**src/rtl/barrier_opl_pkg.sv**
```systemverilog
// Shared definitions for the barrier output-port-lookup stage: FSM
// encodings, mask widths, IOQ header field positions and the debug view
// of the barrier tracker.
package barrier_opl_pkg;

  // Packet framing FSM: module headers vs. packet body.
  typedef enum logic {
    IN_MODULE_HDRS = 1'b0,
    IN_PACKET      = 1'b1
  } pkt_state_e;

  // Barrier FSM: nothing pending vs. collecting arrivals.
  typedef enum logic {
    IDLE   = 1'b0,
    GATHER = 1'b1
  } barrier_state_e;

  // One-hot destination port field of the IOQ header.
  localparam int PORT_MASK_W = 16;
  // Width of the participant configuration mask.
  localparam int PART_MASK_W = 8;

  // Header field positions and register ring widths.
  localparam int IOQ_DST_POS   = 0;
  localparam int IOQ_SRC_POS   = 16;
  localparam int IOQ_STAGE_NUM = 8'hff;
  localparam int REG_ADDR_W    = 23;
  localparam int REG_DATA_W    = 32;

  // Snapshot of the barrier tracker for probing.
  typedef struct packed {
    barrier_state_e          state;
    logic                    cpu_arrived;
    logic [PART_MASK_W-1:0]  arrived;
  } barrier_dbg_t;

endpackage

```
**src/rtl/barrier_output_port_lookup_tracker.sv**
```systemverilog
// Barrier tracker: records MAC and CPU arrivals, decides the destination
// mask of each IOQ header and detects completion. With BARRIER_TIMEOUT_EN
// defined, a stalled barrier is aborted after TIMEOUT_CYCLES idle cycles.
module barrier_tracker
    import barrier_opl_pkg::*;
#(
    parameter int                     NUM_OUTPUT_QUEUES = 8,
    parameter int                     CPU_QUEUE_NUM     = 0,
    parameter logic [PART_MASK_W-1:0] PARTICIPANT_MASK  = 8'h0F,
    parameter logic [PORT_MASK_W-1:0] ANNOUNCE_MASK     = 16'h0055,
    parameter logic [PORT_MASK_W-1:0] RELEASE_MASK      = 16'h0002,
    parameter int                     TIMEOUT_CYCLES    = 1_000_000
) (
    input  logic                   clk,
    input  logic                   i_rst_n,
    input  logic                   i_hdr_valid,
    input  logic [15:0]            i_src,
    input  logic                   i_is_cpu,
    output logic [PORT_MASK_W-1:0] o_dst,
    output logic                   o_timeout,
    output barrier_dbg_t           o_dbg
);
    localparam int               NPART    = NUM_OUTPUT_QUEUES / 2;
    localparam logic [NPART-1:0] PMASK    = NPART'(PARTICIPANT_MASK);
    localparam logic [15:0]      CPU_PORT = 16'(2 * CPU_QUEUE_NUM + 1);

    barrier_state_e   r_state, w_state_nxt;
    logic [NPART-1:0] r_arrived, w_arrived_nxt;
    logic             r_cpu_arrived, w_cpu_nxt;
    logic [NPART-1:0] w_pbit;
    logic             w_accept;
    logic             w_complete;
    logic             w_expire;

    // One-hot participant bit; an index beyond the MAC range shifts out to 0.
    assign w_pbit = NPART'(1) << i_src[15:1];

    // Arrival decode: destination mask and next tracking state.
    always_comb begin
        w_state_nxt   = r_state;
        w_arrived_nxt = r_arrived;
        w_cpu_nxt     = r_cpu_arrived;
        o_dst         = '0;
        w_accept      = 1'b0;
        w_complete    = 1'b0;
        if (i_hdr_valid) begin
            if (i_is_cpu) begin
                if ((i_src == CPU_PORT) && !r_cpu_arrived) begin
                    w_accept = 1'b1;
                    if ((r_arrived & PMASK) == PMASK) begin
                        o_dst      = ANNOUNCE_MASK | RELEASE_MASK;
                        w_complete = 1'b1;
                    end else begin
                        o_dst       = ANNOUNCE_MASK;
                        w_cpu_nxt   = 1'b1;
                        w_state_nxt = GATHER;
                    end
                end
            end else if (((w_pbit & PMASK) != '0) && ((w_pbit & r_arrived) == '0)) begin
                w_accept = 1'b1;
                if ((((r_arrived | w_pbit) & PMASK) == PMASK) && r_cpu_arrived) begin
                    o_dst      = RELEASE_MASK;
                    w_complete = 1'b1;
                end else begin
                    w_arrived_nxt = r_arrived | w_pbit;
                    w_state_nxt   = GATHER;
                end
            end
        end
        if (w_complete) begin
            w_arrived_nxt = '0;
            w_cpu_nxt     = 1'b0;
            w_state_nxt   = IDLE;
        end
    end

    // Tracking registers; an expiry (never coincident with an arrival) clears them.
    always_ff @(posedge clk or negedge i_rst_n) begin
        if (!i_rst_n) begin
            r_state       <= IDLE;
            r_arrived     <= '0;
            r_cpu_arrived <= 1'b0;
        end else if (w_expire) begin
            r_state       <= IDLE;
            r_arrived     <= '0;
            r_cpu_arrived <= 1'b0;
        end else begin
            r_state       <= w_state_nxt;
            r_arrived     <= w_arrived_nxt;
            r_cpu_arrived <= w_cpu_nxt;
        end
    end

`ifdef BARRIER_TIMEOUT_EN
    logic [31:0] r_cnt;
    logic        r_timeout;

    // Any accepted arrival (including the completing one) beats expiry.
    assign w_expire  = (r_state == GATHER) && !w_accept &&
                       (r_cnt == 32'(TIMEOUT_CYCLES - 1));
    assign o_timeout = r_timeout;

    // Idle-cycle counter while gathering, plus the sticky abort flag.
    always_ff @(posedge clk or negedge i_rst_n) begin
        if (!i_rst_n) begin
            r_cnt     <= '0;
            r_timeout <= 1'b0;
        end else begin
            if ((r_state == GATHER) && !w_accept && !w_expire) r_cnt <= r_cnt + 32'd1;
            else                                               r_cnt <= '0;
            if (w_expire) r_timeout <= 1'b1;
        end
    end
`else
    logic w_unused_timeout;

    assign w_expire         = 1'b0;
    assign o_timeout        = 1'b0;
    assign w_unused_timeout = ^{w_accept, 32'(TIMEOUT_CYCLES)};
`endif

    assign o_dbg.state       = r_state;
    assign o_dbg.cpu_arrived = r_cpu_arrived;
    assign o_dbg.arrived     = PART_MASK_W'(r_arrived);
endmodule

```
**src/rtl/small_fifo.sv**
```systemverilog
// Small synchronous FIFO with a registered read port: dout is loaded on
// the edge where rd_en is accepted. nearly_full flags one free slot left.
module small_fifo #(
    parameter int WIDTH          = 72,
    parameter int MAX_DEPTH_BITS = 2
) (
    input  logic             clk,
    input  logic             rst_n,
    input  logic [WIDTH-1:0] i_din,
    input  logic             i_wr_en,
    input  logic             i_rd_en,
    output logic [WIDTH-1:0] o_dout,
    output logic             o_nearly_full,
    output logic             o_empty
);
    localparam int DEPTH = 1 << MAX_DEPTH_BITS;

    logic [WIDTH-1:0]          r_mem [DEPTH];
    logic [MAX_DEPTH_BITS-1:0] r_wr_ptr;
    logic [MAX_DEPTH_BITS-1:0] r_rd_ptr;
    logic [MAX_DEPTH_BITS:0]   r_count;
    logic                      w_do_wr;
    logic                      w_do_rd;

    // Writes into a full FIFO are ignored so the storage is never corrupted.
    assign w_do_wr       = i_wr_en && (r_count != (MAX_DEPTH_BITS+1)'(DEPTH));
    assign w_do_rd       = i_rd_en && (r_count != '0);
    assign o_empty       = (r_count == '0);
    assign o_nearly_full = (r_count >= (MAX_DEPTH_BITS+1)'(DEPTH - 1));

    // Storage array, no reset needed.
    always_ff @(posedge clk) begin
        if (w_do_wr) r_mem[r_wr_ptr] <= i_din;
    end

    // Pointers, occupancy and registered read data.
    always_ff @(posedge clk or negedge rst_n) begin
        if (!rst_n) begin
            r_wr_ptr <= '0;
            r_rd_ptr <= '0;
            r_count  <= '0;
            o_dout   <= '0;
        end else begin
            if (w_do_wr) r_wr_ptr <= r_wr_ptr + MAX_DEPTH_BITS'(1);
            if (w_do_rd) begin
                r_rd_ptr <= r_rd_ptr + MAX_DEPTH_BITS'(1);
                o_dout   <= r_mem[r_rd_ptr];
            end
            case ({w_do_wr, w_do_rd})
                2'b10:   r_count <= r_count + (MAX_DEPTH_BITS+1)'(1);
                2'b01:   r_count <= r_count - (MAX_DEPTH_BITS+1)'(1);
                default: r_count <= r_count;
            endcase
        end
    end
endmodule

```
**src/rtl/barrier_output_port_lookup.sv**
```systemverilog
// Barrier output-port-lookup stage: buffers packets in a small FIFO and
// rewrites the IOQ header destination mask from the barrier tracker.
// Optional build macro: BARRIER_TIMEOUT_EN (timeout abort of a stalled barrier).
module barrier_output_port_lookup
    import barrier_opl_pkg::*;
#(
    parameter int                     DATA_WIDTH         = 64,
    parameter int                     CTRL_WIDTH         = DATA_WIDTH / 8,
    parameter int                     UDP_REG_SRC_WIDTH  = 2,
    parameter int                     IO_QUEUE_STAGE_NUM = IOQ_STAGE_NUM,
    parameter int                     NUM_OUTPUT_QUEUES  = 8,
    parameter int                     CPU_QUEUE_NUM      = 0,
    parameter logic [PART_MASK_W-1:0] PARTICIPANT_MASK   = 8'h0F,
    parameter logic [PORT_MASK_W-1:0] ANNOUNCE_MASK      = 16'h0055,
    parameter logic [PORT_MASK_W-1:0] RELEASE_MASK       = 16'h0002,
    parameter int                     FIFO_DEPTH_BITS    = 2,
    parameter int                     TIMEOUT_CYCLES     = 1_000_000
) (
    input  logic                         clk,
    input  logic                         reset,
    input  logic [DATA_WIDTH-1:0]        in_data,
    input  logic [CTRL_WIDTH-1:0]        in_ctrl,
    input  logic                         in_wr,
    output logic                         in_rdy,
    output logic [DATA_WIDTH-1:0]        out_data,
    output logic [CTRL_WIDTH-1:0]        out_ctrl,
    output logic                         out_wr,
    input  logic                         out_rdy,
    input  logic                         reg_req_in,
    input  logic                         reg_ack_in,
    input  logic                         reg_rd_wr_L_in,
    input  logic [REG_ADDR_W-1:0]        reg_addr_in,
    input  logic [REG_DATA_W-1:0]        reg_data_in,
    input  logic [UDP_REG_SRC_WIDTH-1:0] reg_src_in,
    output logic                         reg_req_out,
    output logic                         reg_ack_out,
    output logic                         reg_rd_wr_L_out,
    output logic [REG_ADDR_W-1:0]        reg_addr_out,
    output logic [REG_DATA_W-1:0]        reg_data_out,
    output logic [UDP_REG_SRC_WIDTH-1:0] reg_src_out,
    output logic                         barrier_timeout
);
    pkt_state_e                      r_pkt_state, w_pkt_state_nxt;
    logic                            w_hdr_valid;
    logic [15:0]                     w_src;
    logic [PORT_MASK_W-1:0]          w_dst;
    logic [DATA_WIDTH-1:0]           w_fifo_data;
    logic [CTRL_WIDTH+DATA_WIDTH-1:0] w_fifo_dout;
    logic                            w_fifo_nearly_full;
    logic                            w_fifo_empty;
    logic                            w_fifo_rd_en;
    logic                            r_out_wr;
    barrier_dbg_t                    w_trk_dbg;
    logic                            w_unused_dbg;

    // Only the IOQ header word of the module-header section is rewritten.
    assign w_hdr_valid = in_wr && (r_pkt_state == IN_MODULE_HDRS) &&
                         (in_ctrl == CTRL_WIDTH'(IO_QUEUE_STAGE_NUM));
    assign w_src       = in_data[IOQ_SRC_POS +: 16];

    // Packet framing state register.
    always_ff @(posedge clk or negedge reset) begin
        if (!reset) r_pkt_state <= IN_MODULE_HDRS;
        else        r_pkt_state <= w_pkt_state_nxt;
    end

    // Framing transitions: ctrl==0 starts the body, ctrl!=0 ends it.
    always_comb begin
        w_pkt_state_nxt = r_pkt_state;
        case (r_pkt_state)
            IN_MODULE_HDRS: if (in_wr && (in_ctrl == '0)) w_pkt_state_nxt = IN_PACKET;
            IN_PACKET:      if (in_wr && (in_ctrl != '0)) w_pkt_state_nxt = IN_MODULE_HDRS;
            default:        w_pkt_state_nxt = IN_MODULE_HDRS;
        endcase
    end

    barrier_tracker #(
        .NUM_OUTPUT_QUEUES (NUM_OUTPUT_QUEUES),
        .CPU_QUEUE_NUM     (CPU_QUEUE_NUM),
        .PARTICIPANT_MASK  (PARTICIPANT_MASK),
        .ANNOUNCE_MASK     (ANNOUNCE_MASK),
        .RELEASE_MASK      (RELEASE_MASK),
        .TIMEOUT_CYCLES    (TIMEOUT_CYCLES)
    ) u_tracker (
        .clk         (clk),
        .i_rst_n     (reset),
        .i_hdr_valid (w_hdr_valid),
        .i_src       (w_src),
        .i_is_cpu    (w_src[0]),
        .o_dst       (w_dst),
        .o_timeout   (barrier_timeout),
        .o_dbg       (w_trk_dbg)
    );

    // Tracker snapshot is kept for probing only.
    assign w_unused_dbg = ^w_trk_dbg;

    // Splice the computed destination mask into the header word.
    always_comb begin
        w_fifo_data = in_data;
        if (w_hdr_valid) w_fifo_data[IOQ_DST_POS +: PORT_MASK_W] = w_dst;
    end

    small_fifo #(
        .WIDTH          (CTRL_WIDTH + DATA_WIDTH),
        .MAX_DEPTH_BITS (FIFO_DEPTH_BITS)
    ) u_fifo (
        .clk           (clk),
        .rst_n         (reset),
        .i_din         ({in_ctrl, w_fifo_data}),
        .i_wr_en       (in_wr),
        .i_rd_en       (w_fifo_rd_en),
        .o_dout        (w_fifo_dout),
        .o_nearly_full (w_fifo_nearly_full),
        .o_empty       (w_fifo_empty)
    );

    // Handshake: upstream may write while in_rdy is high; a word is
    // presented downstream for exactly one cycle with out_wr high, one
    // cycle after the read was issued while out_rdy was high.
    assign in_rdy       = !w_fifo_nearly_full;
    assign w_fifo_rd_en = out_rdy && !w_fifo_empty;
    assign out_wr       = r_out_wr;
    assign {out_ctrl, out_data} = w_fifo_dout;

    // Output strobe follows the FIFO read by one cycle, matching dout.
    always_ff @(posedge clk or negedge reset) begin
        if (!reset) r_out_wr <= 1'b0;
        else        r_out_wr <= w_fifo_rd_en;
    end

    // Register ring: plain one-cycle pass-through, this stage owns no registers.
    always_ff @(posedge clk or negedge reset) begin
        if (!reset) begin
            reg_req_out     <= 1'b0;
            reg_ack_out     <= 1'b0;
            reg_rd_wr_L_out <= 1'b0;
            reg_addr_out    <= '0;
            reg_data_out    <= '0;
            reg_src_out     <= '0;
        end else begin
            reg_req_out     <= reg_req_in;
            reg_ack_out     <= reg_ack_in;
            reg_rd_wr_L_out <= reg_rd_wr_L_in;
            reg_addr_out    <= reg_addr_in;
            reg_data_out    <= reg_data_in;
            reg_src_out     <= reg_src_in;
        end
    end
endmodule

```
**config.mk**
```make
export PLATFORM = sky130hd
export DESIGN_NAME = barrier_output_port_lookup
export DESIGN_NICKNAME = d
export VERILOG_FILES = /design/src/rtl/barrier_opl_pkg.sv /design/src/rtl/barrier_output_port_lookup_tracker.sv /design/src/rtl/small_fifo.sv /design/src/rtl/barrier_output_port_lookup.sv
export SDC_FILE = /design/constraint.sdc
export NUM_CORES = 1
export LEC_CHECK = 0
export ABC_AREA = 1
export CORE_UTILIZATION = 35
export CTS_BUF_LIST = sky130_fd_sc_hd__clkbuf_4
export DETAILED_ROUTE_END_ITERATION = 10
export GPL_TIMING_DRIVEN = 1
export PLACE_DENSITY = 0.65
export SLEW_MARGIN = 25
export SYNTH_ARGS = -nofsm -noshare
export SYNTH_HDL_FRONTEND = slang
export SYNTH_HIERARCHICAL = 1
export SYNTH_SLANG_ARGS = --single-unit
export TNS_END_PERCENT = 100
```
**constraint.sdc**
```tcl
create_clock -name clk -period 11.5 [get_ports clk]
set_clock_uncertainty 0.2 [all_clocks]
set_input_delay 2.3 -clock clk [delete_from_list [all_inputs] [get_ports clk]]
set_output_delay 2.3 -clock clk [all_outputs]
set_load 0.01 [all_outputs]
```
==> metrics <==
final WL=42.3 mm; clock tree root buffer cell=clkbuf_4; CP Max Fanout=between 70 and 80; synth-to-layout area growth=27.0%; most used cell, CP=inv_1; setup_tns=0 ns; pwr dens=about 230 nW/µm²; worst IR drop on VDD=between 0.1 and 0.15 mV; Final Hold Viols=0; Worst slew margin=between 30% and 40%; via count=12,300; total track usage=between 15 and 20%; RSZ-0062 raised after global routing=false; Chip Width=227 µm; fmax=about 220 MHz; Worst-Skew Late Latency=0.84 ns; Clock Tree Buf Depth=3; vias in the first global route=12,400; Crit path largest cell delay=~0.66 ns; # nets final=2,178; Worst EP required=roughly 12 ns; outcome=completed; clk sink count=~430; hold_sp=u_fifo/o_dout[58]; final number of setup-violating endpoints=0; Tmin final=between 4 and 5 ns; Starting Density=between 30% and 40%; Leak Pwr=about 10 nW; initial antenna violation count=2; largest net degree at the start of global routing=108; Reg clk slew, reported paths=0.07 ns; DR DRC count=0; grt ovf=0; TritonCTS clock tree=built; Post-Layout Cell Count=about 2,800; drt pass-1 iters=7; Rows=82; dpl hpwl=25.8 mm; worst slew pin tran=roughly 1.0 ns; Final ANT Viol Nets=0; Final Max Tran Viols=0; worst-path cell chain=clkdlybuf4s50_1, inv_1, nor2_1, nand2_4, clkinv_2, buf_4, ha_1, inv_1, fa_1, nand2_1, nand3_1, xor2_1; H-tree depth=3; CP arrival=5.09 ns; Critical Path Sink Type=register; post-synthesis instance total=about 1,700; Die ar.=around 52,000 µm²; layout cells sized above 1=11.1%; CTS resizes=0; first-pass GRT wire length=64.9 mm; routability congestion estimate=roughly 0.76; total CTS buffers=roughly 110; RR Startpoint=u_fifo/r_count[0]; Final Cycle Share=around two fifths; cell area after synthesis=17,800 µm²; Core Footprint=between 50,000 and 60,000 µm²; Syn Area/Cell=~10 µm²; most frequent cells in the layout=622 x nand2_1, 324 x inv_1, 288 x edfxtp_1; Crit. Startpoint=out_rdy; Placed Cells=2,592; max-cap violations=0; Port-buffer cells=approximately 270; most common cell after layout, fill and taps aside=nand2_1; Critical-path top delay cell=buf_4; vias per cell=4.38; I/O pin cnt=271; post-CTS setup buffer count=0; Startpoint Class=input port; Yosys warning count=6; Post-CTS Hold Buffers=0; DR WL/cell=about 15 µm; HP Class=reg -> reg; DRT iter0 DRCs=713; Die H=between 200 and 250 µm; Setup CP Type=in -> reg; Tot Pwr=between 5 and 6 mW
-- worst max-delay path: cells and delay by family --
kind                     cells  cell delay (ns)
adder cells (fa/ha/maj)      2             0.69
AND/OR/NAND/NOR              4             0.63
buffers and inverters        5             1.30
XOR/XNOR                     1             0.15
-- power by group --
| part | switching (mW) | internal (mW) |
|---|---|---|
| sequential | 0.176 | 2.05 |
| clock | 0.625 | 0.760 |
| combinational | 1.01 | 0.601 |
-- metal layers --
metal	share of wire [%]	wire length, µm	vias up	track usage [%]
met2	50	21000	337	27.2
li1	-	-	6042	-
met3	6.0	2550	65	4.09
met1	42	17700	5866	20.1
met4	2.4	1030	0	7.47
met5	0	0	-	0
-- sequential cells by signal (all words and copies together) (netlist names), named ones only --
signal	flops
reg_src_out	2
u_tracker/r_arrived	4
u_fifo/r_rd_ptr	2
u_fifo/r_count	3
u_fifo/r_mem	288
reg_rd_wr_L_out	1
u_fifo/o_dout	72
reg_addr_out	23
out_wr	1
u_tracker/r_cpu_arrived	1
reg_req_out	1
reg_data_out	32
reg_ack_out	1
u_fifo/r_wr_ptr	2
-- worst paths after layout --
path / end / slack [ns] / cells after the start
worst min register to register: u_fifo/o_dout[58] / 0.28 / 2
worst min-delay path: u_fifo/o_dout[58] / 0.28 / 2
min in group asynchronous: u_fifo/o_dout[60] / 1.38 / 1
max in group asynchronous: reg_addr_out[20] / 8.39 / 2
worst max-delay path: u_fifo/r_count[2] / 6.89 / 12
worst max register to register: u_fifo/r_count[2] / 8.18 / 13
-- final cells by class --
| class | count | area, µm² |
|---|---|---|
| Sequential cell | 434 | 12300 |
| Inverter | 328 | 1240 |
| Fill cell | 4750 | 27500 |
| Timing Repair Buffer | 280 | 2790 |
| Clock inverter | 34 | 189 |
| Tap cell | 672 | 841 |
| Multi-Input combinational cell | 878 | 3830 |
| Antenna cell | 2 | 5.00 |
| Clock buffer | 182 | 1370 |
-- stage by stage --
| stage | area [µm²] | utilization (%) | hold WS (ns) | setup slack (ns) |
|---|---|---|---|---|
| final | 22600 | 45.1 | 0.281 | 6.89 |
| after global routing | 22600 | 45.1 | 0.308 | 6.70 |
| after CTS | 22600 | 45.1 | 0.286 | 6.84 |
| after detailed placement | 21000 | 42.0 | 0.265 | 6.00 |
| after global placement | 21000 | 41.9 | 0.265 | 6.02 |
| after floorplan | 17800 | - | 0.268 | 5.33 |
Note: power is estimated with default switching activity, not from simulation.
